$ cat src/rtl/tictactoe_autoplayer.sv
// Automated tic-tac-toe opponent. It watches the board and its turn flag,
// scans all nine squares one per cycle to pick the best move, presents the
// one-hot selection, presses the button once and holds the selection until
// the controller drops the turn flag. It re-presses on an acknowledge
// timeout and flags a sticky failure when its retries run out.
//
// Handshake: sel_pos is valid from PRESENT until the end of RELEASE; button
// is a single-cycle pulse in PRESS. The controller acknowledges by lowering
// turn, and that is sampled only in WAIT_ACK.
module tictactoe_autoplayer #(
  parameter bit PLAYER       = 1'b0,
  parameter int THINK_CYCLES = 0,
  parameter int ACK_TIMEOUT  = 4,
  parameter int MAX_RETRY    = 2
) (
  input  logic       clk,
  input  logic       reset,
  input  logic       enable,
  input  logic       turn,
  input  logic [8:0] occ_square,
  input  logic [8:0] occ_player,
  output logic [8:0] sel_pos,
  output logic       button,
  output logic       busy,
  output logic [3:0] move_idx,
  output logic       no_move,
  output logic       fail
);

  typedef enum logic [2:0] {
    S_IDLE, S_THINK, S_SCAN, S_PRESENT, S_PRESS, S_WAIT_ACK, S_RELEASE, S_FAIL
  } state_t;

  // Winning lines as square masks: 852, 741, 630, 876, 543, 210, 840, 642.
  localparam logic [8:0] TREYS [8] = '{
    9'h124, 9'h092, 9'h049, 9'h1C0, 9'h038, 9'h007, 9'h111, 9'h054
  };
  localparam logic [8:0] CORNERS    = 9'h145;
  localparam logic [7:0] THINK_LAST = THINK_CYCLES[7:0] - 8'd1;
  localparam logic [3:0] ACK_LAST   = ACK_TIMEOUT[3:0] - 4'd1;
  localparam logic [7:0] RETRY_MAX  = MAX_RETRY[7:0];

  state_t     state;
  state_t     next_state;
  logic [7:0] think_cnt;
  logic [3:0] ack_cnt;
  logic [7:0] retry_cnt;
  logic [3:0] scan_idx;
  logic [3:0] best_idx;
  logic [2:0] best_rank;
  logic       best_found;

  logic [8:0] mine;
  logic [8:0] opp;
  logic [8:0] cand_bit;
  logic       cand_free;
  logic [2:0] cand_rank;
  logic       take;
  logic [3:0] final_idx;
  logic       final_found;

  // True when adding the candidate square to 'side' fills a whole line
  // that passes through the candidate.
  function automatic logic completes(input logic [8:0] side, input logic [8:0] cand);
    logic [8:0] with_c;
    logic       hit;
    with_c = side | cand;
    hit    = 1'b0;
    for (int t = 0; t < 8; t++) begin
      if (((TREYS[t] & cand) != 9'b0) && ((with_c & TREYS[t]) == TREYS[t])) begin
        hit = 1'b1;
      end
    end
    return hit;
  endfunction

  assign mine = occ_square & (PLAYER ? occ_player : ~occ_player);
  assign opp  = occ_square & ~mine;
  assign busy = (state != S_IDLE) && (state != S_FAIL);

  // Rank the current scan candidate and fold it into the running best.
  always_comb begin
    cand_bit  = 9'b1 << scan_idx;
    cand_free = (occ_square & cand_bit) == 9'b0;
    cand_rank = 3'd0;
    if (completes(mine, cand_bit)) begin
      cand_rank = 3'd4;
    end else if (completes(opp, cand_bit)) begin
      cand_rank = 3'd3;
    end else if (scan_idx == 4'd4) begin
      cand_rank = 3'd2;
    end else if ((cand_bit & CORNERS) != 9'b0) begin
      cand_rank = 3'd1;
    end
    // Strictly-greater keeps the earlier (higher) index on ties.
    take        = cand_free && (!best_found || (cand_rank > best_rank));
    final_idx   = take ? scan_idx : best_idx;
    final_found = best_found | take;
  end

  // State register.
  always_ff @(posedge clk) begin
    if (reset) begin
      state <= S_IDLE;
    end else begin
      state <= next_state;
    end
  end

  // Next-state logic; enable is honoured only up to PRESENT.
  always_comb begin
    next_state = state;
    case (state)
      S_IDLE: begin
        if (enable && turn) begin
          next_state = (THINK_CYCLES == 0) ? S_SCAN : S_THINK;
        end
      end
      S_THINK: begin
        if (!enable) begin
          next_state = S_IDLE;
        end else if (think_cnt == THINK_LAST) begin
          next_state = S_SCAN;
        end
      end
      S_SCAN: begin
        if (!enable) begin
          next_state = S_IDLE;
        end else if (scan_idx == 4'd0) begin
          next_state = final_found ? S_PRESENT : S_IDLE;
        end
      end
      S_PRESENT: begin
        next_state = enable ? S_PRESS : S_IDLE;
      end
      S_PRESS: begin
        next_state = S_WAIT_ACK;
      end
      S_WAIT_ACK: begin
        if (!turn) begin
          next_state = S_RELEASE;
        end else if (ack_cnt == ACK_LAST) begin
          next_state = (retry_cnt < RETRY_MAX) ? S_SCAN : S_FAIL;
        end
      end
      S_RELEASE: begin
        next_state = S_IDLE;
      end
      S_FAIL: begin
        if (!turn) begin
          next_state = S_IDLE;
        end
      end
      default: begin
        next_state = S_IDLE;
      end
    endcase
  end

  // Counters, scan bookkeeping and registered outputs, all driven from
  // the upcoming state so they line up with it.
  always_ff @(posedge clk) begin
    if (reset) begin
      think_cnt  <= 8'd0;
      ack_cnt    <= 4'd0;
      retry_cnt  <= 8'd0;
      scan_idx   <= 4'd0;
      best_idx   <= 4'd0;
      best_rank  <= 3'd0;
      best_found <= 1'b0;
      sel_pos    <= 9'b0;
      button     <= 1'b0;
      move_idx   <= 4'hF;
      no_move    <= 1'b0;
      fail       <= 1'b0;
    end else begin
      think_cnt <= (state == S_THINK) ? think_cnt + 8'd1 : 8'd0;
      ack_cnt   <= (state == S_WAIT_ACK) ? ack_cnt + 4'd1 : 4'd0;

      if ((state != S_SCAN) && (next_state == S_SCAN)) begin
        scan_idx   <= 4'd8;
        best_idx   <= 4'd0;
        best_rank  <= 3'd0;
        best_found <= 1'b0;
      end else if (state == S_SCAN) begin
        scan_idx <= scan_idx - 4'd1;
        if (take) begin
          best_idx   <= scan_idx;
          best_rank  <= cand_rank;
          best_found <= 1'b1;
        end
      end

      if ((state == S_WAIT_ACK) && (next_state == S_SCAN)) begin
        retry_cnt <= retry_cnt + 8'd1;
      end else if (next_state == S_IDLE) begin
        retry_cnt <= 8'd0;
      end

      if ((state == S_SCAN) && (next_state == S_PRESENT)) begin
        sel_pos  <= 9'b1 << final_idx;
        move_idx <= final_idx;
      end else if (!(next_state inside {S_PRESENT, S_PRESS, S_WAIT_ACK, S_RELEASE})) begin
        sel_pos <= 9'b0;
      end

      button  <= (next_state == S_PRESS);
      no_move <= (state == S_SCAN) && enable && (scan_idx == 4'd0) && !final_found;
      fail    <= (next_state == S_FAIL);
    end
  end

endmodule
$ cat config.mk
export PLATFORM = sky130hd
export DESIGN_NAME = tictactoe_autoplayer
export DESIGN_NICKNAME = d
export VERILOG_FILES = /design/src/rtl/tictactoe_autoplayer.sv
export SDC_FILE = /design/constraint.sdc
export NUM_CORES = 1
export LEC_CHECK = 0
export ABC_AREA = 1
export BUFFER_PORTS_ARGS = -buffer_cell sky130_fd_sc_hd__buf_2
export CORE_MARGIN = 2
export CORE_UTILIZATION = 52
export DETAILED_ROUTE_END_ITERATION = 7
export PLACE_DENSITY = 0.81
export SYNTH_ARGS = -nofsm -noshare
export SYNTH_HDL_FRONTEND = slang
export SYNTH_SLANG_ARGS = --single-unit
$ cat constraint.sdc
create_clock -name clk -period 2.9 [get_ports clk]
set_input_delay 0.145 -clock clk [delete_from_list [all_inputs] [get_ports clk]]
set_output_delay 0.145 -clock clk [all_outputs]
set_load 0.01 [all_outputs]
## Yosys cells after proc, flatten, opt, wreduce, memory -nomap -nowiden

Cells that the tools add are included.

| storage, ports and cells | value |
|---|---|
| bits in registers | 51 |
| output and inout bits | 17 |
| input bits | 22 |

| operators by class | value |
|---|---|
| order comparisons | 2 |
| muxes and demuxes | 40 |
| shifts and indexed selects | 2 |
| bitwise logic cells | 10 |
| equal/unequal tests | 35 |
| add/sub/neg operators | 4 |
| reduce and logical (&&, ||, !) cells | 49 |

Operator list:

| operator | number |
|---|---|
| 9-bit nonzero test | 9 |
| 3-bit equality test, second input constant | 24 |
| 3-bit two-way mux | 12 |
| 9-bit AND | 3 |
| 1-bit logical AND | 25 |
| 3-bit case mux with 8 select lines | 1 |
| 1-bit two-way mux | 18 |
| 9-bit two-way mux | 2 |
| 9-bit inverter | 2 |
| 9-bit bitwise OR | 2 |
| 1-bit by 4-bit << shifter with 9-bit output, first input constant | 2 |
| 8-bit by 1-bit adder with 8-bit output, second input constant | 2 |
| 8-bit two-way mux | 2 |
| 3-bit by 2-bit equality test with 1-bit output, second input constant | 4 |
| 4-bit two-way mux | 3 |
| 9-bit zero test | 1 |
| 8-bit equality test, second input constant | 1 |
| 8-bit by 2-bit < comparator with 1-bit output, second input constant | 1 |
| 3-bit zero test | 2 |
| 2-bit OR reduction | 3 |
| 4-bit by 1-bit adder with 4-bit output, second input constant | 1 |
| 4-bit by 2-bit equality test with 1-bit output, second input constant | 1 |
| 4-bit by 3-bit equality test with 1-bit output, second input constant | 1 |
| 4-bit zero test | 1 |
| other kinds (15) | 19 |

## Logic depth before layout (Yosys ltp)

| logic depth | value |
|---|---|
| depth in word-level cells | 30 |
| gate-level depth with buffers | 23 |
| depth with buffers taken out | 23 |

## Least setup slack after synthesis

OpenSTA, ideal clock, no wires.

| timing path | value |
|---|---|
| path type | flip-flop to flip-flop |
| from | reg scan_idx[0] |
| to | reg best_rank[0] |
| period minus slack after synthesis | 3052 ps |
| arrival time | 2930 ps |
| stages on the path, launching flop included | 22 |
| setup time | 122 ps |
| path buffers | 1 |
| setup slack | -152 ps |
| required time | 2778 ps |
| cells stage by stage | dfxtp_1 > inv_1 > ha_1 > nand2_2 > o21ai_0 > nand3_1 > nand2_1 > nand2_1 > nand3_1 > nor2_1 > inv_2 > a21oi_1 > ha_1 > nand2_1 > nor2_1 > o21ai_0 > nand2_1 > nand3_4 > nor2_1 > buf_2 > o21ai_0 > nor2_4 |

| between the ends | value |
|---|---|
| elaborated cells on any way between the ends | 81 |
| those cells by class | 1 x order compare; 18 x eq/ne; 1 x shift; 25 x mux; 4 x bitwise; 32 x reduce/logical |

RTL lines:

| item | line | RTL |
|---|---|---|
| start, declared | 48 | `logic [3:0] scan_idx;` |
| start signal, assigned | 186 | `scan_idx <= scan_idx - 4'd1;` |
| 1-bit by 4-bit << shifter with 9-bit output * | 83 | `cand_bit = 9'b1 << scan_idx;` |
| 9-bit bitwise OR | 67 | `with_c = side \| cand;` |
| 3-bit equality test | 70 | `if (((TREYS[t] & cand) != 9'b0) && ((with_c & TREYS[t]) == TREYS[t])) begin` |
| 1-bit logical AND | 70 |  |
| 1-bit two-way mux (7 in series) | 70 |  |
| 1-bit two-way mux * | 70 |  |
| 3-bit two-way mux * | 86 | `if (completes(mine, cand_bit)) begin` |
| via cand_rank[2] | 57 | `logic [2:0] cand_rank;` |
| [... 3 more ...] | - |  |
| 1-bit bitwise OR | 98 | `final_found = best_found \| take;` |
| 2-bit two-way mux | 130 | `next_state = final_found ? S_PRESENT : S_IDLE;` |
| 3-bit two-way mux | 129 | `end else if (scan_idx == 4'd0) begin` |
| 3-bit two-way mux | 127 | `if (!enable) begin` |
| 3-bit case mux with 8 select lines | 113 | `case (state)` |
| 3-bit by 2-bit equality test with 1-bit output | 180 | `if ((state != S_SCAN) && (next_state == S_SCAN)) begin` |
| 1-bit logical AND | 180 |  |
| 2-bit OR reduction (no source line) | - |  |
| end signal, assigned | 189 | `best_rank <= cand_rank;` |
| end, declared | 50 | `logic [2:0] best_rank;` |

Mark *: on every way through the listed nets, which the timed path passes. The rest lies on a longest branch. The select of a mux whose other input is x is not followed.
A chain may end at the register's enable or synchronous reset.

## Worst setup path in the final report

| timing path | value |
|---|---|
| from | reg scan_idx[1] |
| to | reg sel_pos[4] |

| between the ends | value |
|---|---|
| longest elaborated chain between the ends | 26 |
| elaborated cells on any way between the ends | 87 |
| those cells by class | 1 x order compare; 22 x eq/ne; 2 x shift; 27 x mux; 4 x bitwise; 31 x reduce/logical |

RTL lines:

| item | line | RTL |
|---|---|---|
| 1-bit by 4-bit << shifter with 9-bit output | 83 |  |
| 9-bit bitwise OR | 67 |  |
| 3-bit equality test | 70 |  |
| 1-bit logical AND | 70 |  |
| 1-bit two-way mux (8 in series) | 70 |  |
| 1-bit two-way mux | 86 |  |
| 3-bit two-way mux | 88 | `end else if (completes(opp, cand_bit)) begin` |
| 3-bit two-way mux * | 86 |  |
| via cand_rank[1] | 57 |  |
| [... 3 more ...] | - |  |
| 1-bit bitwise OR | 98 |  |
| 2-bit two-way mux | 130 |  |
| 3-bit two-way mux | 129 |  |
| 3-bit two-way mux | 127 |  |
| 3-bit case mux with 8 select lines | 113 |  |
| 3-bit by 2-bit equality test with 1-bit output or 3-bit equality test (tied branches) | 200, 203 |  |
| 4-bit nonzero test or 1-bit logical AND (tied branches) | 203, 200 |  |
| 2-bit != test (no source line) or 9-bit two-way mux (tied branches) | - |  |
| end signal, assigned | 201 | `sel_pos <= 9'b1 << final_idx;` |
| end, declared | 22 | `output logic [8:0] sel_pos,` |

Marked as above.

==> metrics.yaml <==
setup_path:
  worstSetupStartpointType: "flip-flop"
  required_ps: 3150
  crit_fanout: 8
  crit_type: "flip-flop to flip-flop"
  crit_chain: "buf_4 -> ha_4 -> nand2_4 -> nand2_1 -> nand3_1 -> nand2_1 -> nand2_1 -> nand4_1 -> nor2_2 -> a21oi_2 -> ha_1 -> nand2_1 -> nor2_1 -> o21ai_1 -> nand2_1 -> nand3_4 -> o21ai_4 -> inv_2 -> nor2_4 -> nand3_1 -> a21oi_2"
  crit_top_cell: "nand2_1"
  end_kind: "flip-flop"
  cpMaxStageDelayCell: "dfxtp_4"
  max_stage_delay_ps: 370
  crit_arrival_ps: 3290
place:
  gp_congestion: 0.9835
  placed_cells: 554
  placed_area_mm2: 0.003500
  hpwl_mm: 5.410
  pre_cts_ws_ps: -270.8
  io_buffers: 38
cells_and_area:
  fin_area_mm2: 0.003976
  final_cell_mix: "74 x nand2_1, 47 x dfxtp_1, 45 x inv_1"
  fin_nets: 534
  antenna_cells: 0
  final_cells: 574
  area_delta_synth_final_pct: 32.20
  post-route-util: 0.7177
  final_common_cell: "nand2_1"
  drive_above_1_share: 0.3785
global_routing:
  grt_pass1_vias: 3034
  track_usage: 0.2558
  grt_pass1_wl_mm: 13.19
  antenna_found_initial: 0
  grt_max_degree: 27
  grt_overflow: 0
logic_synthesis:
  synth_cells: 419
  syn_nets: 452
  yosysUniqueCellTypes: 40
  ys_seq_area_frac: 0.3394
  postSynthAreaPerCell_um2: 7.179
  ys_async_sr_fraction: 0
  synth-seq-cells: 51
  yosysWarningCount: 0
  ys.flop_type: "dfxtp_1"
  netlist_area_mm2: 0.003008
  synth-edff-count: 0
floorplan:
  ios: 39
  die-area_mm2: 0.006409
  start_util: 0.5429
  die_h_um: 80.06
  core-area_mm2: 0.005540
  die_w_um: 80.06
  rows: 27
cts:
  clk_pin_slew_ps: 100
  htreeDepth: 2
  insertion_delay_ps: 310
  cts_buffer_depth: 2
  cts_tree: "built"
  cts_buffers: 5
  clkSinkCount: 51
  cts_root_buf: "clkbuf_8"
sta:
  holdWs_ps: 168.3
  post-route-period-util: 1.049
  slew_headroom: 0.6457
  hold_violations: 0
  worst_slew_pin_slew_ps: 531.4
  drv_slew: 0
  fmax_ghz: 0.3288
  period_needed_ps: 3041
  grt_setup_unrepaired: "yes"
  setup_tns_ps: -983.0
  finalClockSkew_ps: 7.621
  setup_ws_ps: -141.1
  setup_violations: 13
flow_run:
  cap_violations: 0
route:
  highest_layer: "met4"
  drt-pass1-iter-count: 6
  drc: 0
  vias_per_cell: 5.599
  met2RoutedLength_mm: 4.034
  drt-total-wl_mm: 8.078
  drtIter0Drc: 369
  antenna_left: 0
  dr_wl_met3_um: 430
  routedLengthMet1_mm: 3.405
  post_drt_wl_per_cell_um: 14.07
  vias: 3214
power:
  ir_drop_mv: 0.3006
  leakagePower_nw: 1.773
  power_density_mw_per_mm2: 472.4
  power_mw: 1.879
min_path:
  worst_hold_path_type: "input port to flip-flop"
outcome:
  violations: "negative setup slack"
  outcome: "complete, but fails checks"
==> final timing paths <==
kind | from | to | slack, ps | cells after the start
worst max-delay path | scan_idx[1] | sel_pos[4] | -140 | 21
worst min-delay path | enable | button | 170 | 3
worst max register to register | scan_idx[1] | sel_pos[4] | -140 | 21
worst min register to register | retry_cnt[4] | retry_cnt[4] | 450 | 2
==> cells in the mapped netlist (3+ instances only) <==
master / number / area share
inv_2: 4 / 0.0050
ha_1: 11 / 0.046
clkbuf_1: 3 / 0.0037
nor3_1: 9 / 0.015
nor2_4: 6 / 0.022
nand4_1: 17 / 0.035
nor2_2: 10 / 0.021
nor2_1: 38 / 0.047
o21ai_2: 4 / 0.012
o21ai_0: 25 / 0.042
nand2_1: 88 / 0.11
a21oi_2: 3 / 0.0087
dfxtp_1: 51 / 0.34
nand3_1: 32 / 0.053
inv_1: 48 / 0.060
nor3b_2: 3 / 0.012
nand2_4: 6 / 0.022
o21ai_1: 4 / 0.0067
a21oi_1: 26 / 0.043
nand2_2: 6 / 0.012
==> flip-flops by register name, indices dropped and copies added (netlist names), 3 cells and up <==
signal and flops:
best_idx 4, move_idx 4, state 3, sel_pos 9, think_cnt 8, retry_cnt 8
scan_idx 4, best_rank 3, ack_cnt 4
==> timing repair <==
item                       in CTS  in global routing
buffers inserted                7                  6
gates resized for setup        62                 24
setup endpoints to repair      21                 21
hold buffers                    0                  0
hold endpoints to repair        0                  0
pin swaps                      20                 10
==> per-layer routing <==
metal  vias up  global-route usage
met5         -                   0
li1       1555                   -
met3        34             0.04494
met4         0             0.07797
met1      1503              0.3174
met2       122              0.4500
==> cell type report <==
cell class	count	area [um^2]
multi-input cells	310	2027
fillers	409	1564
flip-flops and latches	51	1036
repair buffers	81	524.3
inverters	52	202.7
well taps	72	90.09
clock buffers	5	68.82
clock inverters	3	27.53
==> critical path: cells and delay by family, from the launching register on <==
family | cells | cell delay (ps)
adder cells (fa/ha/maj) | 2 | 470
AND/OR/NAND/NOR | 13 | 1330
buffers and inverters | 2 | 250
flip-flops | 1 | 370
AO/OA/AOI/OAI | 4 | 550
==> power breakdown <==
group	total, mW	internal (mW)	switching (mW)
clock network	0.443	0.179	0.264
logic	0.697	0.286	0.410
registers	0.738	0.716	0.0219
total	1.88	1.18	0.696
==> cell families (layout without fill, tap and decap cells) <==
group | Yosys count | in the layout | synth area share
and+or+nand+nor | 228 | 228 | 0.4002
DFF | 51 | 51 | 0.3394
AOI/OAI and AO/OA | 69 | 69 | 0.1310
buffers and inverters | 58 | 141 | 0.07778
adders and majority gates | 11 | 11 | 0.04576
xor gates and xnor gates | 2 | 2 | 0.005825
(Power assumes the default switching activity.)
